## src/rtl/ball_pkg.sv

```systemverilog
`default_nettype none
// ============================================================================
//  Module   : ball_pkg
//  Purpose  : Shared state encoding, map codes, screen limits and tilt decode
//             for the ball move controller.
//  Revision : 1.0  initial release
// ============================================================================
package ball_pkg;

    typedef enum logic [2:0] {
        ST_IDLE   = 3'd0,
        ST_REQ_X  = 3'd1,
        ST_WAIT_X = 3'd2,
        ST_REQ_Y  = 3'd3,
        ST_WAIT_Y = 3'd4,
        ST_DONE   = 3'd5
    } state_t;

    localparam logic [7:0] WALL_CODE = 8'd2;
    localparam logic [7:0] GOAL_CODE = 8'd3;

    localparam int DEF_COL_MAX = 639;
    localparam int DEF_ROW_MAX = 479;

    localparam logic [1:0] DIR_ZERO = 2'b00;
    localparam logic [1:0] DIR_POS  = 2'b01;
    localparam logic [1:0] DIR_NEG  = 2'b10;

    function automatic logic [1:0] tilt_dir(input logic [8:0] tilt, input int hi, input int lo);
        if (int'(tilt) >= hi) return DIR_POS;
        if (int'(tilt) <= lo) return DIR_NEG;
        return DIR_ZERO;
    endfunction

endpackage
`default_nettype wire

```

## src/rtl/update_tick_gen.sv

```systemverilog
`default_nettype none
// ============================================================================
//  Module   : update_tick_gen
//  Purpose  : Free-running divider producing a one-cycle move-update tick;
//             SIMULATE selects a short period for simulation.
//  Revision : 1.0  initial release
// ============================================================================
module update_tick_gen #(
    parameter int CLK_FREQUENCY_HZ       = 100000000,
    parameter int UPDATE_FREQUENCY_HZ    = 5,
    parameter int SIMULATE               = 0,
    parameter int SIMULATE_FREQUENCY_CNT = 5
) (
    input  logic clk,
    input  logic reset,
    output logic o_tick
);

    localparam int c_real_top = CLK_FREQUENCY_HZ / UPDATE_FREQUENCY_HZ - 1;
    localparam int c_top_max  = (c_real_top > SIMULATE_FREQUENCY_CNT) ? c_real_top
                                                                      : SIMULATE_FREQUENCY_CNT;
    localparam int c_cnt_w    = (c_top_max > 0) ? $clog2(c_top_max + 1) : 1;

    logic [c_cnt_w-1:0] r_cnt;
    logic [c_cnt_w-1:0] w_top;

    generate
        if (SIMULATE != 0) begin : g_sim_top
            assign w_top = c_cnt_w'(SIMULATE_FREQUENCY_CNT);
        end else begin : g_real_top
            assign w_top = c_cnt_w'(c_real_top);
        end
    endgenerate

    always_ff @(posedge clk or negedge reset) begin
        if (!reset) begin
            r_cnt <= '0;
        end else if (r_cnt == w_top) begin
            r_cnt <= '0;
        end else begin
            r_cnt <= r_cnt + c_cnt_w'(1);
        end
    end

    assign o_tick = (r_cnt == w_top);

endmodule
`default_nettype wire

```

## src/rtl/ball_move_ctrl.sv

```systemverilog
`default_nettype none
// ============================================================================
//  Module   : ball_move_ctrl
//  Purpose  : Turns tilt into wall-checked one-step ball moves via the shared
//             map read port. Optional goal lock: BALL_GOAL_DETECT_EN.
//  Revision : 1.0  initial release
// ============================================================================
module ball_move_ctrl
    import ball_pkg::*;
#(
    parameter int CLK_FREQUENCY_HZ       = 100000000,
    parameter int UPDATE_FREQUENCY_HZ    = 5,
    parameter int SIMULATE               = 0,
    parameter int SIMULATE_FREQUENCY_CNT = 5,
    parameter int HI_THRESH              = 400,
    parameter int LO_THRESH              = 100,
    parameter int STEP                   = 1,
    parameter int COL_MAX                = DEF_COL_MAX,
    parameter int ROW_MAX                = DEF_ROW_MAX,
    parameter int START_COL              = 0,
    parameter int START_ROW              = 0
) (
    input  logic       clk,
    input  logic       reset,
    input  logic [8:0] accel_x,
    input  logic [8:0] accel_y,
    output logic       map_req,
    input  logic       map_gnt,
    output logic [9:0] map_col_addr,
    output logic [8:0] map_row_addr,
    input  logic [7:0] map_loc_info,
    output logic [9:0] pos_col,
    output logic [8:0] pos_row,
    output logic       busy,
    output logic       move_done,
    output logic       goal_reached
);

    localparam logic [10:0] c_col_step = 11'(STEP);
    localparam logic [9:0]  c_row_step = 10'(STEP);
    localparam logic [10:0] c_col_max  = 11'(COL_MAX);
    localparam logic [9:0]  c_row_max  = 10'(ROW_MAX);

    logic        w_tick;
    logic [1:0]  w_dir_x;
    logic [1:0]  w_dir_y;
    logic [10:0] w_cand_col;
    logic [9:0]  w_cand_row;
    logic        w_x_ok;
    logic        w_y_ok;
    logic        w_accept;
    logic        w_is_goal;
    logic [9:0]  w_col_next;

    state_t      r_state;
    logic [9:0]  r_cand_col;
    logic [8:0]  r_cand_row;
    logic        r_y_ok;
    logic        r_goal_hit;
    logic        r_locked;

    update_tick_gen #(
        .CLK_FREQUENCY_HZ       (CLK_FREQUENCY_HZ),
        .UPDATE_FREQUENCY_HZ    (UPDATE_FREQUENCY_HZ),
        .SIMULATE               (SIMULATE),
        .SIMULATE_FREQUENCY_CNT (SIMULATE_FREQUENCY_CNT)
    ) u_tick_gen (
        .clk    (clk),
        .reset  (reset),
        .o_tick (w_tick)
    );

    assign w_dir_x = tilt_dir(accel_x, HI_THRESH, LO_THRESH);
    assign w_dir_y = tilt_dir(accel_y, HI_THRESH, LO_THRESH);

    // One extra bit so a step below 0 wraps high and fails the upper-bound test.
    always_comb begin
        w_cand_col = {1'b0, pos_col};
        w_cand_row = {1'b0, pos_row};
        if (w_dir_x == DIR_POS)      w_cand_col = {1'b0, pos_col} + c_col_step;
        else if (w_dir_x == DIR_NEG) w_cand_col = {1'b0, pos_col} - c_col_step;
        if (w_dir_y == DIR_POS)      w_cand_row = {1'b0, pos_row} + c_row_step;
        else if (w_dir_y == DIR_NEG) w_cand_row = {1'b0, pos_row} - c_row_step;
    end

    assign w_x_ok     = (w_dir_x != DIR_ZERO) && (w_cand_col <= c_col_max);
    assign w_y_ok     = (w_dir_y != DIR_ZERO) && (w_cand_row <= c_row_max);
    assign w_accept   = (map_loc_info != WALL_CODE);
    assign w_col_next = w_accept ? r_cand_col : pos_col;

`ifdef BALL_GOAL_DETECT_EN
    assign w_is_goal = (map_loc_info == GOAL_CODE);
`else
    assign w_is_goal = 1'b0;
`endif

    always_ff @(posedge clk or negedge reset) begin
        if (!reset) begin
            r_state      <= ST_IDLE;
            r_cand_col   <= '0;
            r_cand_row   <= '0;
            r_y_ok       <= 1'b0;
            r_goal_hit   <= 1'b0;
            r_locked     <= 1'b0;
            map_req      <= 1'b0;
            map_col_addr <= '0;
            map_row_addr <= '0;
            pos_col      <= 10'(START_COL);
            pos_row      <= 9'(START_ROW);
            busy         <= 1'b0;
            move_done    <= 1'b0;
            goal_reached <= 1'b0;
        end else begin
            move_done    <= 1'b0;
            goal_reached <= 1'b0;
            case (r_state)
                ST_IDLE: begin
                    if (w_tick && !r_locked) begin
                        r_cand_col <= w_cand_col[9:0];
                        r_cand_row <= w_cand_row[8:0];
                        r_y_ok     <= w_y_ok;
                        r_goal_hit <= 1'b0;
                        busy       <= 1'b1;
                        if (w_x_ok) begin
                            r_state      <= ST_REQ_X;
                            map_req      <= 1'b1;
                            map_col_addr <= w_cand_col[9:0];
                            map_row_addr <= pos_row;
                        end else if (w_y_ok) begin
                            r_state      <= ST_REQ_Y;
                            map_req      <= 1'b1;
                            map_col_addr <= pos_col;
                            map_row_addr <= w_cand_row[8:0];
                        end else begin
                            r_state   <= ST_DONE;
                            move_done <= 1'b1;
                        end
                    end
                end
                ST_REQ_X: begin
                    if (map_gnt) begin
                        r_state <= ST_WAIT_X;
                        map_req <= 1'b0;
                    end
                end
                ST_WAIT_X: begin
                    if (w_accept) pos_col <= r_cand_col;
                    if (w_is_goal) r_goal_hit <= 1'b1;
                    // Y lookup uses the column just resolved so the ball slides along walls.
                    if (r_y_ok) begin
                        r_state      <= ST_REQ_Y;
                        map_req      <= 1'b1;
                        map_col_addr <= w_col_next;
                        map_row_addr <= r_cand_row;
                    end else begin
                        r_state      <= ST_DONE;
                        move_done    <= 1'b1;
                        goal_reached <= w_is_goal;
                    end
                end
                ST_REQ_Y: begin
                    if (map_gnt) begin
                        r_state <= ST_WAIT_Y;
                        map_req <= 1'b0;
                    end
                end
                ST_WAIT_Y: begin
                    if (w_accept) pos_row <= r_cand_row;
                    r_state      <= ST_DONE;
                    move_done    <= 1'b1;
                    goal_reached <= r_goal_hit | w_is_goal;
                end
                ST_DONE: begin
                    r_state <= ST_IDLE;
                    busy    <= 1'b0;
                    if (goal_reached) r_locked <= 1'b1;
                end
                default: begin
                    r_state <= ST_IDLE;
                    busy    <= 1'b0;
                    map_req <= 1'b0;
                end
            endcase
        end
    end

endmodule
`default_nettype wire
```

## config.mk

```make
export PLATFORM = sky130hd
export DESIGN_NAME = ball_move_ctrl
export DESIGN_NICKNAME = d
export VERILOG_FILES = /design/src/rtl/ball_pkg.sv /design/src/rtl/update_tick_gen.sv /design/src/rtl/ball_move_ctrl.sv
export SDC_FILE = /design/constraint.sdc
export NUM_CORES = 1
export LEC_CHECK = 0
export ABC_AREA = 1
export BUFFER_PORTS_ARGS = -buffer_cell sky130_fd_sc_hd__buf_2
export CORE_MARGIN = 8
export CORE_UTILIZATION = 45
export DETAILED_ROUTE_END_ITERATION = 10
export PLACE_DENSITY = 0.76
export SYNTH_ARGS = -nofsm -noshare
export SYNTH_HDL_FRONTEND = slang
export SYNTH_HIERARCHICAL = 1
export SYNTH_SLANG_ARGS = --single-unit
```

## constraint.sdc

```tcl
create_clock -name clk -period 2.03 [get_ports clk]
set_input_delay 0.609 -clock clk [delete_from_list [all_inputs] [get_ports clk]]
set_output_delay 0.609 -clock clk [all_outputs]
set_load 0.02 [all_outputs]
```

# [After elaboration in Yosys (flattened, before gate mapping)]
# Cells that the tools add are included.
[classes] n_addsub=5 n_lt_le_gt_ge=6 n_eq_ne=17 mux=50 n_bitwise=2 n_reduce_logical=15
[ops] op="two-way mux 10 bit" n=7
[ops] op="two-way mux 9 bit" n=4
[ops] op="adder 25 x 1 -> 25 bit, second input constant" n=1
[ops] op="equality test 25 bit, second input constant" n=1
[ops] op="two-way mux 25 bit" n=1
[ops] op="two-way mux 11 bit" n=2
[ops] op="one-hot mux 10 bit (2 select lines)" n=1
[ops] op=">= comparator 9 bit, second input constant" n=2
[ops] op="less-or-equal comparator 9 x 7 -> 1 bit, second input constant" n=2
[ops] op="two-way mux 3 bit" n=6
[ops] op="one-hot mux 9 bit (2 select lines)" n=1
[ops] op="two-way mux 1 bit" n=16
[ops] op="two-way mux 2 bit" n=8
[ops] op="one-hot mux 3 bit (5 select lines)" n=1
[ops] op="adder 10 x 1 -> 11 bit, second input constant" n=1
[ops] op="less-or-equal comparator 11 x 10 -> 1 bit, second input constant" n=1
[ops] op="subtractor 10 x 1 -> 11 bit, second input constant" n=1
[ops] op="adder 9 x 1 -> 10 bit, second input constant" n=1
[ops] op="less-or-equal comparator 10 x 9 -> 1 bit, second input constant" n=1
[ops] op="subtractor 9 x 1 -> 10 bit, second input constant" n=1
[ops] op="inequality test 2 bit, second input constant" n=4
[ops] op="inequality test 8 x 2 -> 1 bit, second input constant" n=1
[ops] op="equality test 3 x 2 -> 1 bit, second input constant" n=2
[ops] op="equality test 3 bit, second input constant" n=2
[ops] op="other kinds (18)" n=27
[totals] reg_bits=89 in_bits=29 word_cells=107

# [Depth between registers and ports, before layout]
[logic_depth] word_depth=14 ltp_mapped=20 ltp_nobuf=18

# [Hierarchy]
# The synthesis kept the hierarchy.
[modules_own_cells] mod="ball_move_ctrl" n_inst=1 cells_each=637 area_per_inst_um2=4257.8 seq_area_each_um2=1601.5
[modules_own_cells] mod="update_tick_gen" n_inst=1 cells_each=217 area_per_inst_um2=1536.5 seq_area_each_um2=625.6

# [Least setup slack after synthesis]
# OpenSTA, ideal clock, no wires.
[synth_timing] kind="reg-to-reg" start="register pos_row[0]" end="register map_col_addr[6]" setup_time_ns=0.116 arrival_ns=2.081 required_ns=1.914 setup_slack_ns=-0.167 path_stages_with_launch=18 period_less_slack_ns=2.197 path_cell_list="dfrtp_1 inv_1 ha_1 nand2_1 o21ai_0 nand2_1 nand2_1 nand2_1 nand2_1 nand2_2 nand2_2 o21ai_4 nand3_4 nand2_4 nor2_8 buf_8 nand2_2 nand2_1"
[synth_via] elab_chain_len=7 word_cells_on_any_way=8 cone_classes="add/sub: 2; order compare: 1; eq/ne: 1; mux: 2; reduce/logical: 2"
[synth_lines] item="start: declaration" line="ball_move_ctrl.sv:33" rtl="output logic [8:0] pos_row,"
[synth_lines] item="start signal: assignment" line="ball_move_ctrl.sv:109" rtl="pos_row <= 9'(START_ROW);"
[synth_lines] item="start signal: assignment" line="ball_move_ctrl.sv:168" rtl="if (w_accept) pos_row <= r_cand_row;"
[synth_lines] item="subtractor 9 x 1 -> 10 bit" line="ball_move_ctrl.sv:83" rtl="else if (w_dir_y == DIR_NEG) w_cand_row = {1'b0, pos_row} - c_row_step;"
[synth_lines] item="two-way mux 10 bit" line="ball_move_ctrl.sv:83"
[synth_lines] item="two-way mux 10 bit (*)" line="ball_move_ctrl.sv:82" rtl="if (w_dir_y == DIR_POS) w_cand_row = {1'b0, pos_row} + c_row_step;"
[synth_lines] item="less-or-equal comparator 10 x 9 -> 1 bit (*)" line="ball_move_ctrl.sv:87" rtl="assign w_y_ok = (w_dir_y != DIR_ZERO) && (w_cand_row <= c_row_max);"
[synth_lines] item="logical AND 1 bit (*)" line="ball_move_ctrl.sv:87"
[synth_lines] item="inequality test 3 bit (no source line) (*)"
[synth_lines] item="AND reduction 4 bit (no source line) (*)"
[synth_lines] item="end signal: assignment" line="ball_move_ctrl.sv:127" rtl="map_col_addr <= w_cand_col[9:0];"
[synth_lines] item="end signal: assignment" line="ball_move_ctrl.sv:132" rtl="map_col_addr <= pos_col;"
[synth_lines] item="end signal: assignment" line="ball_move_ctrl.sv:153" rtl="map_col_addr <= w_col_next;"
[synth_lines] item="end: declaration" line="ball_move_ctrl.sv:29" rtl="output logic [9:0] map_col_addr,"
# Every way passes the cells marked *; elsewhere a longest branch is shown, timed or not.
# A chain may end at the register's enable or synchronous reset.

# [Final worst setup path]
[layout_timing] start="register pos_col[1]" end="register map_col_addr[8]"
[layout_via] elab_chain_len=8 word_cells_on_any_way=11 cone_classes="add/sub: 2; order compare: 1; eq/ne: 1; mux: 5; reduce/logical: 2"
[layout_lines] item="start: declaration" line="ball_move_ctrl.sv:32" rtl="output logic [9:0] pos_col,"
[layout_lines] item="start signal: assignment" line="ball_move_ctrl.sv:108" rtl="pos_col <= 10'(START_COL);"
[layout_lines] item="start signal: assignment" line="ball_move_ctrl.sv:147" rtl="if (w_accept) pos_col <= r_cand_col;"
[layout_lines] item="subtractor 10 x 1 -> 11 bit" line="ball_move_ctrl.sv:81" rtl="else if (w_dir_x == DIR_NEG) w_cand_col = {1'b0, pos_col} - c_col_step;"
[layout_lines] item="two-way mux 11 bit" line="ball_move_ctrl.sv:81"
[layout_lines] item="two-way mux 11 bit (*)" line="ball_move_ctrl.sv:80" rtl="if (w_dir_x == DIR_POS) w_cand_col = {1'b0, pos_col} + c_col_step;"
[layout_lines] item="less-or-equal comparator 11 x 10 -> 1 bit" line="ball_move_ctrl.sv:86" rtl="assign w_x_ok = (w_dir_x != DIR_ZERO) && (w_cand_col <= c_col_max);"
[layout_lines] item="logical AND 1 bit" line="ball_move_ctrl.sv:86"
[layout_lines] item="two-way mux 10 bit" line="ball_move_ctrl.sv:124" rtl="if (w_x_ok) begin"
[layout_lines] item="two-way mux 10 bit" line="ball_move_ctrl.sv:118" rtl="if (w_tick && !r_locked) begin"
[layout_lines] item="one-hot mux 10 bit (2 select lines)" line="ball_move_ctrl.sv:116" rtl="case (r_state)"
# Every way passes the cells marked *; elsewhere a longest branch is shown, timed or not. The select of a mux whose other input is x is not followed.

==> impl_results.md <==
* Hold_buf cts at 0
* Post-synth top area share at 38.4%
* Synth warnings at 6
* Via count at 6050
* Iter 0 DRT Violations at 502
* Die span in x at 129 um
* Port bufs at 69
* Clk root buf: clkbuf_16
* Pins over their slew limit at 0
* Post-Syn Area per Cell at 6.78 um^2
* Worst min path class: in2async
* #FFs+latches synth at 89
* Most frequent cells in the layout: nand2_1 (314), buf_4 (107), dfrtp_1 (81)
* Avg Vias per Cell at 5.00
* H-tree levels at 3
* Rows at 41
* # clock sinks at 89
* R2r startpoint: pos_col[1]$_DFFE_PN0P_
* Area leader, netlist: dfrtp_1
* Area grow syn2layout at 33.7%
* Pleak at 4.16 nW
* Drt first pass iters at 5
* All-Layer GR Usage at 20.7%
* Critical Path Source Type: register
* Hpwl dp at 12000 um
* Period Utilization, post-route at 112%
* Worst Setup SP: pos_col[1]$_DFFE_PN0P_
* RSZ-0062 raised after global routing: yes
* Outcome: finished, violations left
* FMAX at 439 MHz
* Initial core utilization at 45.9%
* Maximum buffer depth of the clock tree at 2
* Post-layout min period at 2.28 ns
* Final setup violating endpoints at 22
* Largest cells by area after synthesis: dfrtp_1 (38%), nand2_1 (21%), nor2_1 (5.6%), inv_1 (5.2%), nand3_1 (5.1%)
* FFs w/ async S/R, synth at 100%
* Die Y at 129 um
* Worst skew pair latency at 0.35 ns
* Inserted Diodes at 0
* Most common cell after layout, fill and taps aside: nand2_1
* Post-synth top flop: dfrtp_1
* Max Cap Viol at 0
* Mapped Area at 5790 um^2
* GR Overflow Total at 0
* Largest net degree at the start of global routing at 41
* CTS tree: yes
* Clock slew at reported path FFs at 0.07 ns
* Die area at 16800 um^2
* Routability cong. at 0.972
* First-pass GRT wire length at 27600 um
* Dpl cells at 1178
* Fin. Hold Viols at 0
* DR WL/cell at 13.9 um
* Cells after Synth at 854
* Worst R2R Setup Slack at -0.25 ns
* Failing checks: setup timing
* CP Capture Type: register
* Count of cell types in the netlist at 43
* Ports at 71
* Core region area at 12600 um^2
* CP Class: reg2reg
* # DRC at 0
* P per Cell Area at 1170 nW/um^2
* Initial antenna violation count at 0
* DRT Wirelength at 16800 um
* Post-synth net total at 888
* CP Data Required Time at 2.27 ns
* R2R Path End: map_col_addr[8]$_DFFE_PN0P_
* NumNets Final at 1067
* Clock skew at 0.0103 ns
* Crit-path max FO at 5
* CTS buffer count at 9
* Reg2reg path depth at 16
* Vias in the first global route at 5758
* Layout Cells excl Fill at 1210
* Peak VDD IR at 0.784 mV
* Fraction of layout cells with a size suffix above 1 at 30.1%
* Post-synth EDFFs at 0
* Final core area utilization at 61.4%
* CP arrival at 2.52 ns
* Sequential fraction of the synthesis area at 38.4%
* Final worst slack at -0.248 ns
* Remaining antenna violation count after routing at 0
[critical path, stage by stage (launching register included)]
cell and delay [ns]:
dfrtp_2 0.45, ha_4 0.17, nand3_4 0.10, nor3_4 0.25, inv_1 0.08, nand2_1 0.09, a21oi_2 0.06, a21oi_2 0.11
nand2_1 0.07, nand2_2 0.08, nand2_4 0.08, nand3_4 0.10, nand3b_1 0.10, buf_4 0.17, buf_6 0.13, nand2_1 0.06
nand2_1 0.05
[worst max-delay path by stage]
stage,slack [ns],endpoint,cells after the start
6_report,-0.25,map_col_addr[8]$_DFFE_PN0P_,16
2_1_floorplan,-0.06,map_col_addr[6]$_DFFE_PN0P_,15
4_1_cts,-0.18,map_row_addr[4]$_DFFE_PN0P_,16
3_5_place_dp,-0.43,map_col_addr[0]$_DFFE_PN0P_,18
5_1_grt,-0.44,map_col_addr[1]$_DFFE_PN0P_,16
3_3_place_gp,-0.35,map_row_addr[8]$_DFFE_PN0P_,18
[flip-flops by register name, summed over array words and instances, names as in the netlist]
| signal | cells |
|---|---|
| pos_row | 9 |
| move_done | 1 |
| map_row_addr | 9 |
| r_state | 3 |
| u_tick_gen/r_cnt | 25 |
| map_req | 1 |
| r_cand_col | 10 |
| r_cand_row | 9 |
| busy | 1 |
| r_y_ok | 1 |
| pos_col | 10 |
| map_col_addr | 10 |
[report_power, final]
part	internal, mW	switching [mW]	total (mW)
Combinational	2.00	2.72	4.72
Sequential	2.15	0.424	2.58
Clock	1.06	0.721	1.78
Total	5.21	3.86	9.08
[synthesized netlist by cell type (2+ instances only)]
cell and n:
a21oi_1 14, a21oi_2 3, buf_2 3, buf_4 4
buf_6 2, clkbuf_1 11, dfrtp_1 89, ha_1 5
inv_1 81, inv_2 13, nand2_1 327, nand2_2 24
nand2_4 2, nand3_1 59, nand4_1 5, nor2_1 87
nor2_2 3, nor2_4 6, nor2_8 2, nor3_1 8
nor3_2 4, nor4_1 2, o21ai_0 55, o21ai_1 3
o31ai_1 2, xnor2_1 2, xor2_1 22
[layout make-up]
| type | count | area [um^2] |
|---|---|---|
| multi-input combinational | 650 | 3270 |
| fill | 1149 | 4870 |
| timing repair buffer | 189 | 1350 |
| inverter | 94 | 358 |
| sequential | 89 | 2240 |
| tap | 172 | 215 |
| clock inverter | 3 | 47.5 |
| clock buffer | 13 | 270 |
[through the flow]
stage          instance area [um^2]  setup TNS (ns)  setup WS, ns  power, mW  hold WS (ns)
2_1_floorplan                  5870          -0.577       -0.0554       5.00         0.313
3_3_place_gp                   7140           -7.05        -0.347       6.80         0.451
3_5_place_dp                   7140           -8.60        -0.433       6.84         0.458
4_1_cts                        7700           -3.29        -0.180       8.97         0.200
5_1_grt                        7750           -8.94        -0.445       9.67         0.212
6_report                       7750           -4.90        -0.248       9.08         0.195
[timing repair]
| item | 4_1_cts | 5_1_grt |
|---|---|---|
| pin swaps | 12 | 4 |
| gates cloned | 1 | 1 |
| setup buffers | 13 | 1 |
| gates resized for setup | 30 | 13 |
| setup endpoints to repair | 23 | 23 |
[cell families after synthesis]
logic type / synth area share, %
buffers and inverters: 8.23
multiplexers: 0.173
other: 0.0647
XOR/XNOR: 3.63
adder cells (fa/ha/maj): 1.08
flip-flops: 38.4
AO/OA/AOI/OAI: 7.93
AND/OR/NAND/NOR: 40.5
[routing by layer]
metal | vias to the layer above | GRT usage (%) | share of wire, %
met5 | - | 0 | 0
met4 | 0 | 9.15 | 2.3
li1 | 3031 | - | -
met1 | 2767 | 26.0 | 43
met2 | 221 | 34.7 | 48
met3 | 31 | 2.96 | 6.5
No activity file was read; power rests on OpenSTA's default activity.
